`src/rtl/tt_sweep_pkg.sv`:
```
// rtl/tt_sweep_pkg.sv - shared types, sizes and helpers for the truth-table sweep reader
package tt_sweep_pkg;

  typedef enum logic [1:0] {
    ST_IDLE = 2'd0,
    ST_HOLD = 2'd1,
    ST_DONE = 2'd2
  } state_t;

  localparam int NUM_VEC   = 16;
  localparam int IN_W      = 4;
  localparam int OUT_TOG_W = 4;
  localparam int IN_TOG_W  = 5;

  // Number of set bits in one input vector, sized for the input toggle total
  function automatic logic [IN_TOG_W-1:0] vec_popcount(input logic [IN_W-1:0] v);
    logic [IN_TOG_W-1:0] n;
    n = '0;
    for (int i = 0; i < IN_W; i++) begin
      n = n + {{(IN_TOG_W-1){1'b0}}, v[i]};
    end
    return n;
  endfunction

endpackage

```
`src/rtl/tt_order_gen.sv`:
```
// rtl/tt_order_gen.sv - maps a sweep index to the vector applied at that step
module tt_order_gen
  import tt_sweep_pkg::*;
#(
  parameter int ORDER = 0
) (
  input  logic [IN_W-1:0] idx,
  output logic [IN_W-1:0] vec
);

  // Reflected Gray order changes one input bit per step; binary order is the identity
  generate
    if (ORDER == 1) begin : g_gray
      assign vec = idx ^ (idx >> 1);
    end else begin : g_bin
      assign vec = idx;
    end
  endgenerate

endmodule

```
`src/rtl/tt_sweep_reader.sv`:
```
// rtl/tt_sweep_reader.sv - sweeps all 16 input vectors and records the response truth table
module tt_sweep_reader
  import tt_sweep_pkg::*;
#(
  parameter int ORDER  = 0,
  parameter int SETTLE = 1
) (
  input  logic                 clk,
  input  logic                 rst_n,
  input  logic                 start,
  input  logic                 abort,
  output logic [IN_W-1:0]      dut_in,
  input  logic                 dut_out,
  output logic                 busy,
  output logic                 done,
  output logic                 result_valid,
  output logic [NUM_VEC-1:0]   truth_table,
  output logic [OUT_TOG_W-1:0] out_tog_cnt,
  output logic [IN_TOG_W-1:0]  in_tog_cnt
);

  localparam logic [3:0]      SETTLE_L = 4'(SETTLE);
  localparam logic [IN_W-1:0] LAST_IDX = IN_W'(NUM_VEC - 1);

  state_t          state;
  logic [IN_W-1:0] idx;
  logic [3:0]      hold_cnt;
  logic            prev_sample;
  logic [IN_W-1:0] gen_idx;
  logic [IN_W-1:0] gen_vec;

  // In HOLD the generator looks one step ahead; in IDLE it yields the first vector
  always_comb begin
    gen_idx = '0;
    if (state == ST_HOLD) begin
      gen_idx = idx + 4'd1;
    end
  end

  tt_order_gen #(
    .ORDER(ORDER)
  ) u_order_gen (
    .idx(gen_idx),
    .vec(gen_vec)
  );

  // Sweep control: hold each vector SETTLE+1 cycles, capture on the last, abort wins over capture
  always_ff @(posedge clk or negedge rst_n) begin
    if (!rst_n) begin
      state        <= ST_IDLE;
      idx          <= '0;
      hold_cnt     <= '0;
      prev_sample  <= 1'b0;
      dut_in       <= '0;
      busy         <= 1'b0;
      done         <= 1'b0;
      result_valid <= 1'b0;
      truth_table  <= '0;
      out_tog_cnt  <= '0;
      in_tog_cnt   <= '0;
    end else begin
      done <= 1'b0;
      case (state)
        ST_IDLE: begin
          if (start && !abort) begin
            state        <= ST_HOLD;
            busy         <= 1'b1;
            idx          <= '0;
            dut_in       <= gen_vec;
            hold_cnt     <= SETTLE_L;
            truth_table  <= '0;
            out_tog_cnt  <= '0;
            in_tog_cnt   <= '0;
            result_valid <= 1'b0;
          end
        end
        ST_HOLD: begin
          if (abort) begin
            state  <= ST_IDLE;
            busy   <= 1'b0;
            dut_in <= '0;
          end else if (hold_cnt != 4'd0) begin
            hold_cnt <= hold_cnt - 4'd1;
          end else begin
            truth_table[dut_in] <= dut_out;
            prev_sample         <= dut_out;
            if ((idx != '0) && (dut_out != prev_sample)) begin
              out_tog_cnt <= out_tog_cnt + {{(OUT_TOG_W-1){1'b0}}, 1'b1};
            end
            if (idx == LAST_IDX) begin
              state        <= ST_DONE;
              done         <= 1'b1;
              result_valid <= 1'b1;
              busy         <= 1'b0;
              dut_in       <= '0;
            end else begin
              idx        <= idx + 4'd1;
              dut_in     <= gen_vec;
              hold_cnt   <= SETTLE_L;
              in_tog_cnt <= in_tog_cnt + vec_popcount(dut_in ^ gen_vec);
            end
          end
        end
        ST_DONE: begin
          state <= ST_IDLE;
        end
        default: begin
          state <= ST_IDLE;
        end
      endcase
    end
  end

endmodule

```
`config.mk`:
```
export PLATFORM = sky130hd
export DESIGN_NAME = tt_sweep_reader
export DESIGN_NICKNAME = d
export VERILOG_FILES = /design/src/rtl/tt_sweep_pkg.sv /design/src/rtl/tt_order_gen.sv /design/src/rtl/tt_sweep_reader.sv
export SDC_FILE = /design/constraint.sdc
export NUM_CORES = 1
export LEC_CHECK = 0
export BUFFER_PORTS_ARGS = -buffer_cell sky130_fd_sc_hd__buf_2
export CORE_MARGIN = 10
export CORE_UTILIZATION = 43
export CTS_CLUSTER_DIAMETER = 150
export DETAILED_ROUTE_END_ITERATION = 8
export GPL_ROUTABILITY_DRIVEN = 0
export GPL_TIMING_DRIVEN = 0
export HOLD_SLACK_MARGIN = 0.03
export PLACE_DENSITY = 0.69
export SYNTH_ARGS = -nofsm -noshare
export SYNTH_HDL_FRONTEND = slang
export SYNTH_SLANG_ARGS = --single-unit
```
`constraint.sdc`:
```
create_clock -name clk -period 3.1 [get_ports clk]
set_input_delay 0.62 -clock clk [delete_from_list [all_inputs] [get_ports clk]]
set_output_delay 0.62 -clock clk [all_outputs]
set_load 0.01 [all_outputs]
```
Word-level counts from Yosys, hierarchy flattened
Cells that the tools add are included.
{"block": "totals", "reg_bits": 43, "input_bits": 5, "out_inout_bits": 32}
{"block": "classes", "n_addsub": 7, "n_lt_le_gt_ge": 2, "eq_ne": 12, "mux": 51, "bitwise": 3, "reduce_logical": 17}
{"cell": "$mux 4", "count": 16}
{"cell": "$mux 16", "count": 3}
{"cell": "$pmux 16 s2", "count": 1}
{"cell": "$pmux 4 s2", "count": 4}
{"cell": "$mux 5", "count": 4}
{"cell": "$bwmux 16", "count": 1}
{"cell": "$reduce_and 5->1", "count": 3}
{"cell": "$mux 1", "count": 13}
{"cell": "$reduce_and 4->1", "count": 3}
{"cell": "$pmux 5 s2", "count": 1}
{"cell": "$reduce_and 3->1", "count": 3}
{"cell": "$add 4x1->4 const B", "count": 2}
{"cell": "$mux 2", "count": 4}
{"cell": "$ne 2x2->1 const B", "count": 4}
{"cell": "$reduce_bool 4->1", "count": 2}
{"cell": "$ne 3x3->1 const B", "count": 2}
{"cell": "$add 5x4->5", "count": 1}
{"cell": "$lt 4x5->1 const B", "count": 1}
{"cell": "$add 3x1->4", "count": 1}
{"cell": "$demux 1 s4", "count": 1}
{"cell": "$eq 4x4->1 const B", "count": 1}
{"cell": "$ge 4x1->1 const B", "count": 1}
{"cell": "$ne 2x1->1 const B", "count": 2}
{"cell": "$pmux 1 s2", "count": 2}
{"cell": "13 further kinds", "count": 16}

Longest topological paths before layout
Gate-level depths: netlist of the first run.
{"block": "depth", "depth_word": 11, "ltp_mapped": 12, "mapped_depth_nobuf": 11}

By module
A second synthesis of the first run with hierarchy kept.
{"block": "hier_totals", "cells_unflattened": 243, "hier_area_um2": 2316.0}
{"mod": "tt_sweep_reader", "instances": 1, "cells_per_inst": 239, "area_per_inst_um2": 2285.9, "seq_area_each_um2": 1076.0}
{"mod": "tt_order_gen", "instances": 1, "cells_per_inst": 4, "area_per_inst_um2": 30.0, "seq_area_each_um2": 0.0}

Least setup slack after synthesis of the first run
Ideal clock, no wire load.
{"block": "synth_timing", "kind": "register to register", "startpoint": "register state[0]", "endpoint": "register in_tog_cnt[4]", "setup_ns": 0.069, "arrival_time_ns": 3.062, "slack_ns": -0.031, "stages_incl_launch_ff": 12, "n_path_buf": 2, "period_less_slack_ns": 3.131, "path_cell_list": "dfrtp_1 -> buf_2 -> nand2b_1 -> clkbuf_1 -> nor2_1 -> xnor2_1 -> fa_1 -> fa_1 -> fa_1 -> nand3b_1 -> or4_1 -> nand3_1"}
{"block": "synth_via", "elab_chain_len": 11, "elab_cells_between_ends": 18}
{"element": "from (decl)", "line_no": "tt_sweep_reader.sv:25", "source": "state_t state;"}
{"element": "from (signal assigned)", "line_no": "tt_sweep_reader.sv:50", "source": "state <= ST_IDLE;"}
{"element": "from (signal assigned)", "line_no": "tt_sweep_reader.sv:66", "source": "state <= ST_HOLD;"}
{"element": "from (signal assigned)", "line_no": "tt_sweep_reader.sv:79", "source": "state <= ST_IDLE;"}
{"element": "$eq 2x1->1", "line_no": "tt_sweep_reader.sv:35, tt_sweep_reader.sv:63"}
{"element": "$mux 4", "line_no": "tt_sweep_reader.sv:35", "source": "if (state == ST_HOLD) begin"}
{"element": "$xor 4x4->4", "line_no": "tt_sweep_reader.sv:100", "source": "in_tog_cnt <= in_tog_cnt + vec_popcount(dut_in ^ gen_vec);"}
{"element": "$add 1x1->2", "line_no": "tt_sweep_pkg.sv:20", "source": "n = n + {{(IN_TOG_W-1){1'b0}}, v[i]};"}
{"element": "$add 2x1->3", "line_no": "tt_sweep_pkg.sv:20"}
{"element": "$add 3x1->4", "line_no": "tt_sweep_pkg.sv:20"}
{"element": "$add 5x4->5", "line_no": "tt_sweep_reader.sv:100"}
{"element": "$mux 5", "line_no": "tt_sweep_reader.sv:90", "source": "if (idx == LAST_IDX) begin"}
{"element": "$mux 5", "line_no": "tt_sweep_reader.sv:82", "source": "end else if (hold_cnt != 4'd0) begin"}
{"element": "$mux 5", "line_no": "tt_sweep_reader.sv:78", "source": "if (abort) begin"}
{"element": "$pmux 5 s2", "line_no": "tt_sweep_reader.sv:63", "source": "case (state)"}
{"element": "to (signal assigned)", "line_no": "tt_sweep_reader.sv:100"}
{"element": "to (decl)", "line_no": "tt_sweep_reader.sv:19", "source": "output logic [IN_TOG_W-1:0] in_tog_cnt"}
Several ways; a longest one is shown, not always the timed one. The select of a mux whose other input is x is not followed.
A chain may end at the register's enable or synchronous reset.

Worst setup path in the final report of the first run
{"block": "layout_timing", "startpoint": "register idx[1]", "endpoint": "register in_tog_cnt[4]"}
{"block": "layout_via", "elab_chain_len": 11, "elab_cells_between_ends": 14}
{"element": "from (decl)", "line_no": "tt_sweep_reader.sv:26", "source": "logic [IN_W-1:0] idx;"}
{"element": "from (signal assigned)", "line_no": "tt_sweep_reader.sv:97", "source": "idx <= idx + 4'd1;"}
{"element": "$add 4x1->4", "line_no": "tt_sweep_reader.sv:36", "source": "gen_idx = idx + 4'd1;"}
{"element": "$mux 4", "line_no": "tt_sweep_reader.sv:35"}
{"element": "$xor 4x4->4", "line_no": "tt_sweep_reader.sv:100"}
{"element": "$add 1x1->2", "line_no": "tt_sweep_pkg.sv:20"}
{"element": "$add 2x1->3", "line_no": "tt_sweep_pkg.sv:20"}
{"element": "$add 3x1->4", "line_no": "tt_sweep_pkg.sv:20"}
{"element": "$add 5x4->5", "line_no": "tt_sweep_reader.sv:100"}
{"element": "$mux 5", "line_no": "tt_sweep_reader.sv:90"}
{"element": "$mux 5", "line_no": "tt_sweep_reader.sv:82"}
{"element": "$mux 5", "line_no": "tt_sweep_reader.sv:78"}
{"element": "$pmux 5 s2", "line_no": "tt_sweep_reader.sv:63"}
Several ways; a longest one is shown, not always the timed one. The select of a mux whose other input is x is not followed.

==> impl_metrics.json, run 1 <==
{
  "place_area_sq_um": 2560,
  "synth-compound-area-share_pct": 17.4,
  "wl_per_cell_microns": 15.9,
  "cts_tree": "done",
  "synth.ff_latch_count": 43,
  "wl_met1_mm": 2.62,
  "slowest_stage": "fa_1",
  "dr_wl_met3_microns": 247,
  "drt_iter0_drc": 142,
  "layout_min_cycle_time_ns": 3.08,
  "grt_antenna_before_repair": 0,
  "p_seq_share_pct": 48.1,
  "viasPerCell": 5.52,
  "dp_cells": 334,
  "grt_pass1_wl_mm": 9.43,
  "yosys_warnings": 0,
  "syn_inst": 229,
  "synth-async-reset-ratio_pct": 100,
  "sw_frac_of_total_pct": 34.0,
  "pwr-share-clk_pct": 25.2,
  "min_period_over_period_pct": 99.5,
  "slew_viol_final": 0,
  "io_buffer_count": 35,
  "drt_pre_antenna_iters": 4,
  "path_cells": "ha_4 > xnor2_2 > nor2_2 > xnor2_2 > fa_1 > fa_2 > fa_2 > nand3b_1 > or4_1 > nand3_1",
  "synth_xor_area_share_pct": 2.66,
  "design_area_sq_um": 2760,
  "cts.htree.levels": 2,
  "grt_pass1_vias": 1906,
  "cap_viol_max_count": 0,
  "fmax_mhz": 324,
  "final_common_cell": "dfrtp_1",
  "met2WireLength_mm": 2.65,
  "routed_wl_mm": 5.58,
  "yosysSeqAreaShare_pct": 46.8,
  "crit_buf_inv": 0,
  "synth_mux_area_share_pct": 4.08,
  "cpPeakStageDelay_ns": 0.51,
  "grt_max_degree": 44,
  "power_density_nw_per_um2": 518,
  "synthAdderAreaFrac_pct": 5.87,
  "hold_viol": 0,
  "cp_max_fo": 4,
  "synth_area_leaders": "dfrtp_1 47%, nand2_1 3.8%, ha_1 3.3%, o21ai_0 3.0%, o41ai_1 3.0%",
  "skew_ns": 0.0124,
  "synth.distinct_cells": 44,
  "routed-via-count": 1931,
  "top_layer_used": "met4",
  "cpLargestDelayFamily": "adder cells",
  "synth_top_family_by_area": "simple AND/OR/NAND/NOR gates",
  "ctsLongestPathBuffers": 2,
  "syn_area_sq_um": 2300,
  "drc": 0,
  "diodes": 0,
  "synth_edf_count": 0,
  "tightest_slew_ns": 0.959,
  "grt-ovfl-total": 0,
  "grt.total_usage_pct": 13.3,
  "synth_ff_type": "dfrtp_1",
  "critPathKind": "flip-flop to flip-flop",
  "reg2reg_slack_ns": 0.02,
  "worstSetupEndpointType": "flip-flop",
  "fin_cells": 350,
  "syn-num-nets": 243,
  "outcome": "finished, final reports clean",
  "clock_sinks": 43,
  "final_nets": 293,
  "start_util_pct": 44.8,
  "rsz0062_at_grt": "yes",
  "die_height_microns": 93.2,
  "synth-simple-area-share_pct": 19.0,
  "ctsHoldBuffers": 0,
  "power.leakage_nw": 1.27,
  "finalSetupViolations": 0,
  "utilization_pct": 53.7,
  "die-area_sq_um": 8680,
  "ant_nets": 0,
  "yosysTopAreaCell": "dfrtp_1",
  "clock_latency_ns": 0.30,
  "slew_headroom_pct": 36.1,
  "p_sw_mw": 0.487,
  "cp.arrival_ns": 3.31,
  "core_sq_um": 5140,
  "root_buffer": "clkbuf_8",
  "yosysTopAreaCellShare_pct": 46.8,
  "place_hpwl_mm": 4.01,
  "cp-start-kind": "flip-flop",
  "io_pins": 37,
  "timing.rr.start": "idx[1]$_DFFE_PN0P_",
  "rows": 26,
  "drive_gt1_share_pct": 26.1,
  "hp-class": "primary input to asynchronous set/reset pin",
  "layout_common_cells": "41 x dfrtp_1, 38 x buf_2, 23 x nand2_1, 14 x o21ai_0, 13 x nor2_1",
  "cts_buffers": 5,
  "die_w_microns": 93.2,
  "p_int_mw": 0.943,
  "synthToLayoutAreaGrowth_pct": 20.0,
  "tns_ns": 0,
  "ff2ff_path_depth": 10,
  "syn_area_per_cell_sq_um": 10.0,
  "clk_pin_slew_ns": 0.09,
  "irDropWorstVdd_mv": 0.216,
  "worstReg2RegEnd": "in_tog_cnt[4]$_DFFE_PN0P_",
  "cp.required_ns": 3.33,
  "power_frac_comb_pct": 26.7
}
-- how the worst max path moves through the flow --
stage / from / end / slack (ns) / cells past startpoint
floorplan: idx[0]$_DFFE_PN0P_ / in_tog_cnt[4]$_DFFE_PN0P_ / 0.01 / 10
global placement: state[1]$_DFFE_PN0P_ / in_tog_cnt[4]$_DFFE_PN0P_ / -0.17 / 10
detailed placement: state[0]$_DFFE_PN0P_ / in_tog_cnt[4]$_DFFE_PN0P_ / -0.20 / 11
CTS: state[0]$_DFFE_PN0P_ / in_tog_cnt[4]$_DFFE_PN0P_ / 0.004 / 11
global route: idx[1]$_DFFE_PN0P_ / in_tog_cnt[4]$_DFFE_PN0P_ / -0.07 / 10
finish: idx[1]$_DFFE_PN0P_ / in_tog_cnt[4]$_DFFE_PN0P_ / 0.02 / 10
-- power groups by stage --
stage | logic, mW | registers, mW | clock network (mW)
2_1_floorplan | 0.239 | 0.700 | 0
3_3_place_gp | 0.348 | 0.693 | 0
3_5_place_dp | 0.361 | 0.699 | 0
4_1_cts | 0.381 | 0.685 | 0.373
5_1_grt | 0.439 | 0.701 | 0.398
6_report | 0.382 | 0.688 | 0.360
-- final cells by class --
| class | instances | area, sq um |
|---|---|---|
| multi-input cells | 163 | 1160 |
| plain buffers | 13 | 71.3 |
| repair buffers | 43 | 235 |
| clock buffers | 5 | 68.8 |
| inverters | 10 | 37.5 |
| flip-flops and latches | 43 | 1080 |
| well taps | 70 | 87.6 |
| fillers | 487 | 2380 |
| clock inverters | 3 | 20.0 |
-- what timing repair did --
action	CTS	global route
setup buffers	2	6
resized for setup	9	3
cloned	0	0
endpoints found under the setup margin	2	2
pin swaps	4	7
-- per-stage QoR --
| stage | power (mW) | hold slack, ns | setup slack (ns) |
|---|---|---|---|
| floorplan | 0.938 | 0.324 | 0.0127 |
| global placement | 1.04 | 0.475 | -0.165 |
| detailed placement | 1.06 | 0.479 | -0.201 |
| CTS | 1.44 | 0.506 | 0.00440 |
| global route | 1.54 | 0.529 | -0.0721 |
| finish | 1.43 | 0.468 | 0.0152 |
-- registers in the layout (all words and copies together) (netlist names), 2 cells and up --
signal and count:
in_tog_cnt 5, state 2, hold_cnt 4, truth_table 16
out_tog_cnt 4, dut_in 4, idx 4
-- kinds of logic (layout without fill, tap and decap cells) --
| group | after synthesis | in the layout |
|---|---|---|
| AOI/OAI and AO/OA | 57 | 57 |
| xor gates and xnor gates | 7 | 7 |
| adders and majority gates | 9 | 9 |
| buffers and inverters | 23 | 74 |
| DFF | 43 | 43 |
| muxes | 9 | 9 |
| and+or+nand+nor | 81 | 81 |
-- layer usage --
layer  GRT usage (%)  vias to the layer above
li1                -                      940
met1            17.6                      947
met2            20.4                       40
met3            3.76                        4
met4            4.37                        0
met5               0                        -
-- synthesized netlist by cell type (5+ instances only) --
library cell	instances
nand2_1	23
ha_1	6
o41ai_1	8
nor4_1	5
o21ai_0	14
nand2b_1	6
nor2_1	14
o311ai_0	6
or4_1	5
nand3_1	9
mux2i_1	6
clkbuf_1	9
dfrtp_1	43
a21oi_1	7
inv_1	10
-- worst register-to-register path, stage by stage, from the launching register on --
cell	delay, ns
dfrtp_2	0.45
ha_4	0.18
xnor2_2	0.20
nor2_2	0.07
xnor2_2	0.14
fa_1	0.51
fa_2	0.38
fa_2	0.42
nand3b_1	0.18
or4_1	0.40
nand3_1	0.08
Power figures use the tool's default switching activity.
==> run 2: changes to the inputs <==
Settings changed: ABC_AREA set to 1, PLACE_DENSITY 0.69 to 0.68.
==> run 2 against run 1 <==
  * Flip-flop and latch count did not move
  * Register-to-register slack improved by 0.15 ns
  * Global-route usage fell by 0.29 points
  * Clock skew fell by 0.0078 ns
  * Sequential share of layout area fell by 2.2 points
  * Sequential power rose by 16%
  * Core utilization fell by 1.7 points
  * Critical path depth rose by 4
  * Via count rose by 18%
==> impl_metrics.json, run 2 <==
{
  "syn_area_per_cell_sq_um": 7.43,
  "slew_headroom_pct": 36.1,
  "p_int_mw": 1.32,
  "synth_ff_type": "dfrtp_1",
  "drive_gt1_share_pct": 17.4,
  "finalSetupViolations": 0,
  "grt_pass1_vias": 2248,
  "yosys_warnings": 0,
  "clock_latency_ns": 0.30,
  "min_period_over_period_pct": 94.8,
  "power.leakage_nw": 1.61,
  "synth-async-reset-ratio_pct": 100,
  "fillers": 575,
  "rows": 27,
  "outcome": "finished, final reports clean",
  "cpPeakStageDelay_ns": 0.52,
  "syn-num-nets": 355,
  "pwr-share-clk_pct": 14.8,
  "cts.htree.levels": 2,
  "synth.ff_latch_count": 43,
  "yosysTopAreaCell": "dfrtp_1",
  "p_seq_share_pct": 31.9,
  "grt_max_degree": 44,
  "die-area_sq_um": 9360,
  "crit_top_cell": "nand2_1",
  "routed_wl_mm": 5.98,
  "final_common_cell": "nand2_1",
  "cp-start-kind": "flip-flop",
  "worstSetupEndpointType": "flip-flop",
  "grt.total_usage_pct": 13.0,
  "path_cells": "ha_2 > xnor2_1 > nor2_2 > xor2_2 > fa_1 > fa_2 > fa_2 > inv_1 > nand3_1 > nand2_1 > nand2_1 > nor2_1 > nand2_1 > o21ai_1",
  "yosysMostFrequentCell": "nand2_1",
  "cp.required_ns": 3.32,
  "die_height_microns": 96.8,
  "tightest_slew_ns": 0.959,
  "power_frac_comb_pct": 53.3,
  "io_buffer_count": 35,
  "ant_nets": 0,
  "syn_area_sq_um": 2530,
  "cts_buffers": 5,
  "regMostFlops": "truth_table",
  "ctsHoldBuffers": 0,
  "synth.distinct_cells": 26,
  "rsz0062_at_grt": "no",
  "diodes": 0,
  "fmax_mhz": 340,
  "clk_pin_slew_ns": 0.08,
  "slowest_stage": "fa_1",
  "skew_ns": 0.00467,
  "grt_pass1_wl_mm": 10.6,
  "final_nets": 398,
  "synthToLayoutAreaGrowth_pct": 15.1,
  "p_sw_mw": 1.18,
  "grt-ovfl-total": 0,
  "yosysTopAreaCellShare_pct": 42.5,
  "layout_common_cells": "125 x nand2_1, 43 x dfrtp_1, 38 x buf_2, 37 x inv_1, 30 x nor2_1",
  "largest_register_ffs": 16,
  "routed-via-count": 2274,
  "hold-worst-slack_ns": 0.470,
  "multi_input_area_sq_um": 1270,
  "critPathKind": "flip-flop to flip-flop",
  "grt_antenna_before_repair": 0,
  "slew_viol_final": 0,
  "viasPerCell": 4.99,
  "hp-class": "primary input to asynchronous set/reset pin",
  "core_sq_um": 5610,
  "place_hpwl_mm": 4.46,
  "sw_frac_of_total_pct": 47.3,
  "wl_per_cell_microns": 13.1,
  "ff_latch_area_sq_um": 1080,
  "start_util_pct": 45.2,
  "drt_iter0_drc": 85,
  "hold_viol": 0,
  "irDropWorstVdd_mv": 0.454,
  "clock_sinks": 43,
  "io_pins": 37,
  "tns_ns": 0,
  "layout_min_cycle_time_ns": 2.94,
  "cap_viol_max_count": 0,
  "crit_buf_inv": 1,
  "synth_edf_count": 0,
  "synthTopCellsByCount": "125 x nand2_1, 43 x dfrtp_1, 37 x inv_1",
  "root_buffer": "clkbuf_8",
  "syn_inst": 341,
  "drc": 0,
  "ctsLongestPathBuffers": 2,
  "cts_tree": "done",
  "reg_top3": "truth_table: 16 flops, in_tog_cnt: 5 flops",
  "cp_max_fo": 4,
  "die_w_microns": 96.8,
  "synth_area_leaders": "dfrtp_1 42%, nand2_1 19%, inv_1 5.5%, nand4_1 4.9%, nor2_1 4.7%",
  "power_density_nw_per_um2": 857,
  "yosysSeqAreaShare_pct": 42.5,
  "cp.arrival_ns": 3.16,
  "cpLargestDelayFamily": "adder cells",
  "drt_pre_antenna_iters": 5
}
## run 2: changes by cell type after synthesis, moves of 8 or more
cell and delta:
nand2_1 +102, inv_1 +27, nand4_1 +19, nor2_1 +18
nand3_1 +10, clkbuf_1 -8, o41ai_1 -8
## run 2: cells by family after synthesis
family	count (synthesis)	synth area share [%]
and+or+nand+nor	206	36.0
buffers and inverters	48	8.30
DFF	43	42.5
AOI/OAI and AO/OA	28	5.53
adders and majority gates	9	5.33
xor gates and xnor gates	7	2.42
## run 2: area by class of cell
type | count | area share (%)
clock inverter | 1 | 0.172
inverter | 39 | 5.11
buffer | 9 | 2.19
sequential | 43 | 36.9
clock buffer | 6 | 2.83
multi-input combinational | 250 | 43.5
tap | 72 | 3.09
timing repair buffer | 36 | 6.26
## run 2: worst reg2reg max path, delay by kind of cell (launching register included)
family	cells	cell delay (ns)
AOI/OAI and AO/OA	1	0.08
and+or+nand+nor	6	0.40
xor gates and xnor gates	2	0.35
adders and majority gates	4	1.51
DFF	1	0.43
buffers and inverters	1	0.11
## run 2: what timing repair did
action / in CTS / in global routing
setup buffers: 0 / 1
setup endpoints to repair: 0 / 2
resized for setup: 0 / 7
## run 2: per-stage QoR
step	util, %	std cells	area, sq um	power, mW	setup slack [ns]
global route	52.0	456	2920	2.77	0.0219
global placement	49.9	448	2800	2.09	0.0463
finish	52.0	456	2920	2.50	0.160
detailed placement	49.9	448	2800	2.12	0.0496
floorplan	-	341	2530	1.77	0.210
CTS	51.5	455	2890	2.50	0.0214
## run 2: power groups by stage
stage	sequential (mW)	combinational [mW]	clock, mW
floorplan	0.818	0.951	0
global placement	0.800	1.29	0
detailed placement	0.805	1.32	0
CTS	0.794	1.32	0.383
global route	0.817	1.54	0.412
finish	0.798	1.33	0.371
## run 2: worst paths after layout
| check | cells after the start | to | slack (ns) | start |
|---|---|---|---|---|
| min in group clk | 2 | truth_table[15]$_DFFE_PN0P_ | 0.47 | truth_table[15]$_DFFE_PN0P_ |
| max reg2reg | 14 | in_tog_cnt[4]$_DFFE_PN0P_ | 0.16 | idx[0]$_DFFE_PN0P_ |
| max | 14 | in_tog_cnt[4]$_DFFE_PN0P_ | 0.16 | idx[0]$_DFFE_PN0P_ |
| max in group asynchronous | 1 | in_tog_cnt[3]$_DFFE_PN0P_ | 2.04 | rst_n |
| min reg2reg | 2 | truth_table[15]$_DFFE_PN0P_ | 0.47 | truth_table[15]$_DFFE_PN0P_ |
| min | 1 | truth_table[13]$_DFFE_PN0P_ | 0.47 | rst_n |
## run 2: layer usage
metal | up-vias | part of all wire, % | track usage [%]
li1 | 1166 | - | -
met4 | 0 | 0.92 | 3.27
met1 | 1060 | 48 | 16.7
met3 | 7 | 4.0 | 3.48
met2 | 41 | 47 | 21.0
met5 | - | 0 | 0
==> run 3: changes to the inputs <==
Settings changed: ABC_CLOCK_PERIOD_IN_PS set to 3100, SYNTH_HIERARCHICAL set to 1.
==> run 3 against run 2 <==
  * Via count is 4.0% lower
  * Power fell by 35%
  * Core utilization grew 0.79 points
  * Final cell count is 1.5% higher
  * Flip-flop and latch count stayed put
==> impl_metrics.json, run 3 <==
{
  "ant_nets": 0,
  "die_height_microns": 96.4,
  "regMostFlops": "truth_table",
  "grt_max_degree": 44,
  "final_nets": 404,
  "power.leakage_nw": 1.72,
  "layout_common_cells": "113 x nand2_1, 47 x inv_1, 43 x dfrtp_1, 40 x buf_2, 35 x nand3_1",
  "worstSetupEndpointType": "flip-flop",
  "fillers": 550,
  "io_buffer_count": 36,
  "grt_antenna_before_repair": 0,
  "synthTopCellsByCount": "114 x nand2_1, 49 x inv_1, 43 x dfrtp_1",
  "cp-start-kind": "flip-flop",
  "fmax_mhz": 337,
  "synth_edf_count": 0,
  "slowest_stage": "fa_1",
  "cts_buffers": 5,
  "viasPerCell": 4.71,
  "wl_per_cell_microns": 11.8,
  "drive_gt1_share_pct": 19.9,
  "routed-via-count": 2183,
  "largest_register_ffs": 16,
  "cp_max_fo": 3,
  "synth_ff_type": "dfrtp_1",
  "syn_area_per_cell_sq_um": 7.33,
  "critPathLaunch": "idx[1]$_DFFE_PN0P_",
  "hp-class": "primary input to asynchronous set/reset pin",
  "clock_sinks": 43,
  "drt_iter0_drc": 66,
  "drt_pre_antenna_iters": 4,
  "multi_input_area_sq_um": 1200,
  "syn_area_sq_um": 2510,
  "slew_viol_final": 0,
  "core_sq_um": 5570,
  "synth-async-reset-ratio_pct": 100,
  "cpPeakStageDelay_ns": 0.51,
  "syn_inst": 342,
  "skew_ns": 0.00823,
  "start_util_pct": 45.0,
  "worstReg2RegEnd": "in_tog_cnt[1]$_DFFE_PN0P_",
  "ff_latch_area_sq_um": 1080,
  "grt-ovfl-total": 0,
  "grt_pass1_wl_mm": 9.27,
  "finalSetupViolations": 0,
  "hold-worst-slack_ns": 0.466,
  "place_hpwl_mm": 4.06,
  "irDropWorstVdd_mv": 0.286,
  "cp.required_ns": 3.33,
  "clock_latency_ns": 0.30,
  "layout_min_cycle_time_ns": 2.96,
  "crit_end": "in_tog_cnt[1]$_DFFE_PN0P_",
  "final_common_cell": "nand2_1",
  "cts_tree": "done",
  "grt_pass1_vias": 2098,
  "ctsLongestPathBuffers": 2,
  "die-area_sq_um": 9290,
  "synth.distinct_cells": 22,
  "yosys_warnings": 6,
  "path_depth": 10,
  "min_period_over_period_pct": 95.6,
  "rows": 27,
  "syn-num-nets": 356,
  "drc": 0,
  "ff2ff_path_depth": 10,
  "clk_pin_slew_ns": 0.09,
  "root_buffer": "clkbuf_8",
  "yosysMostFrequentCell": "nand2_1",
  "cp.arrival_ns": 3.19,
  "reg_top3": "truth_table: 16 flops, in_tog_cnt: 5 flops",
  "synth.ff_latch_count": 43,
  "yosysSeqAreaShare_pct": 42.9,
  "tightest_slew_ns": 0.946,
  "crit_top_cell": "fa_2",
  "cpLargestDelayFamily": "adder cells",
  "routed_wl_mm": 5.46,
  "io_pins": 37,
  "yosysTopAreaCellShare_pct": 42.9,
  "outcome": "finished, final reports clean",
  "path_cells": "ha_2 > or2_4 > nand3_4 > inv_4 > xnor2_4 > fa_1 > fa_2 > fa_2 > or2_2 > o21ai_1",
  "crit_buf_inv": 1,
  "cts.htree.levels": 2,
  "synth_area_leaders": "dfrtp_1 43%, nand2_1 17%, inv_1 7.3%, nand3_1 7.2%, nor2_1 4.3%",
  "slew_headroom_pct": 36.9,
  "diodes": 0,
  "timing.rr.start": "idx[1]$_DFFE_PN0P_",
  "hold_viol": 0,
  "grt.total_usage_pct": 12.4,
  "die_w_microns": 96.4,
  "cap_viol_max_count": 0,
  "tns_ns": 0,
  "reg2reg_slack_ns": 0.14,
  "critPathKind": "flip-flop to flip-flop",
  "synthToLayoutAreaGrowth_pct": 17.4,
  "power_density_nw_per_um2": 556,
  "yosysTopAreaCell": "dfrtp_1"
}
-- run 3: cell types whose count changed in the layout (fill, tap and decap cells not counted), sizes merged --
cell    before  now
nand4       20    3
inv         39   51
xnor2        2    6
nor2        35   29
nand2      129  118
o21ai       26   28
nor3         1    0
o21bai       0    1
nand3       20   37
or2          1    5
xor2         5    0
a21oi        2    1
buf         44   52
-- run 3: area by class of cell --
| class | instances | area share [%] |
|---|---|---|
| Clock buffer | 7 | 2.59 |
| Clock inverter | 1 | 0.170 |
| Tap cell | 72 | 3.06 |
| Multi-Input combinational cell | 237 | 40.8 |
| Timing Repair Buffer | 42 | 7.65 |
| Inverter | 51 | 6.68 |
| Buffer | 10 | 2.47 |
| Sequential cell | 43 | 36.6 |
-- run 3: where the power goes --
part	total, mW	internal, mW	leakage (nW)	switching, mW
logic	0.572	0.227	1.09	0.345
clock network	0.352	0.158	0.0422	0.194
registers	0.712	0.636	0.588	0.0763
-- run 3: timing repair --
action                                  in CTS  in global routing
endpoints found under the setup margin       3                  3
hold buffers                                 0                  0
pin swaps                                    2                  7
setup buffers                                2                  4
gates resized for setup                      2                  9
-- run 3: stage by stage --
step	cells	total power [mW]	cell area [sq um]	util [%]	setup slack (ns)
after detailed placement	450	1.28	2780	49.9	-0.181
after global placement	450	1.26	2780	49.9	-0.156
after global routing	463	1.78	2940	52.8	-0.0166
after floorplan	342	1.12	2510	-	0.0244
final	463	1.64	2940	52.8	0.136
after CTS	460	1.64	2890	51.8	0.0391
-- run 3: worst min path at each step --
| stage | start | end | slack [ns] | cells past startpoint |
|---|---|---|---|---|
| 3_3_place_gp | truth_table[11]$_DFFE_PN0P_ | truth_table[11]$_DFFE_PN0P_ | 0.45 | 2 |
| 6_report | rst_n | done$_DFF_PN0_ | 0.47 | 1 |
| 5_1_grt | truth_table[11]$_DFFE_PN0P_ | truth_table[11]$_DFFE_PN0P_ | 0.51 | 2 |
| 2_1_floorplan | rst_n | busy$_DFFE_PN0P_ | 0.32 | 0 |
| 3_5_place_dp | truth_table[11]$_DFFE_PN0P_ | truth_table[11]$_DFFE_PN0P_ | 0.46 | 2 |
| 4_1_cts | truth_table[14]$_DFFE_PN0P_ | truth_table[14]$_DFFE_PN0P_ | 0.48 | 2 |
-- run 3: per-layer routing --
layer / GRT usage [%] / up-vias / share of wire, %
met3: 3.04 / 7 / 6.7
li1: - / 1153 / -
met1: 14.1 / 990 / 45
met5: 0 / - / 0
met4: 4.60 / 0 / 0.99
met2: 22.0 / 33 / 48
-- run 3: logic make-up (layout without fill, tap and decap cells) --
family	count (synthesis)	in the layout	share of synthesized area, %
adders and majority gates	9	9	5.39
DFF	43	43	42.9
AOI/OAI and AO/OA	30	30	6.09
xor gates and xnor gates	6	6	2.10
and+or+nand+nor	192	192	32.6
buffers and inverters	62	111	10.9
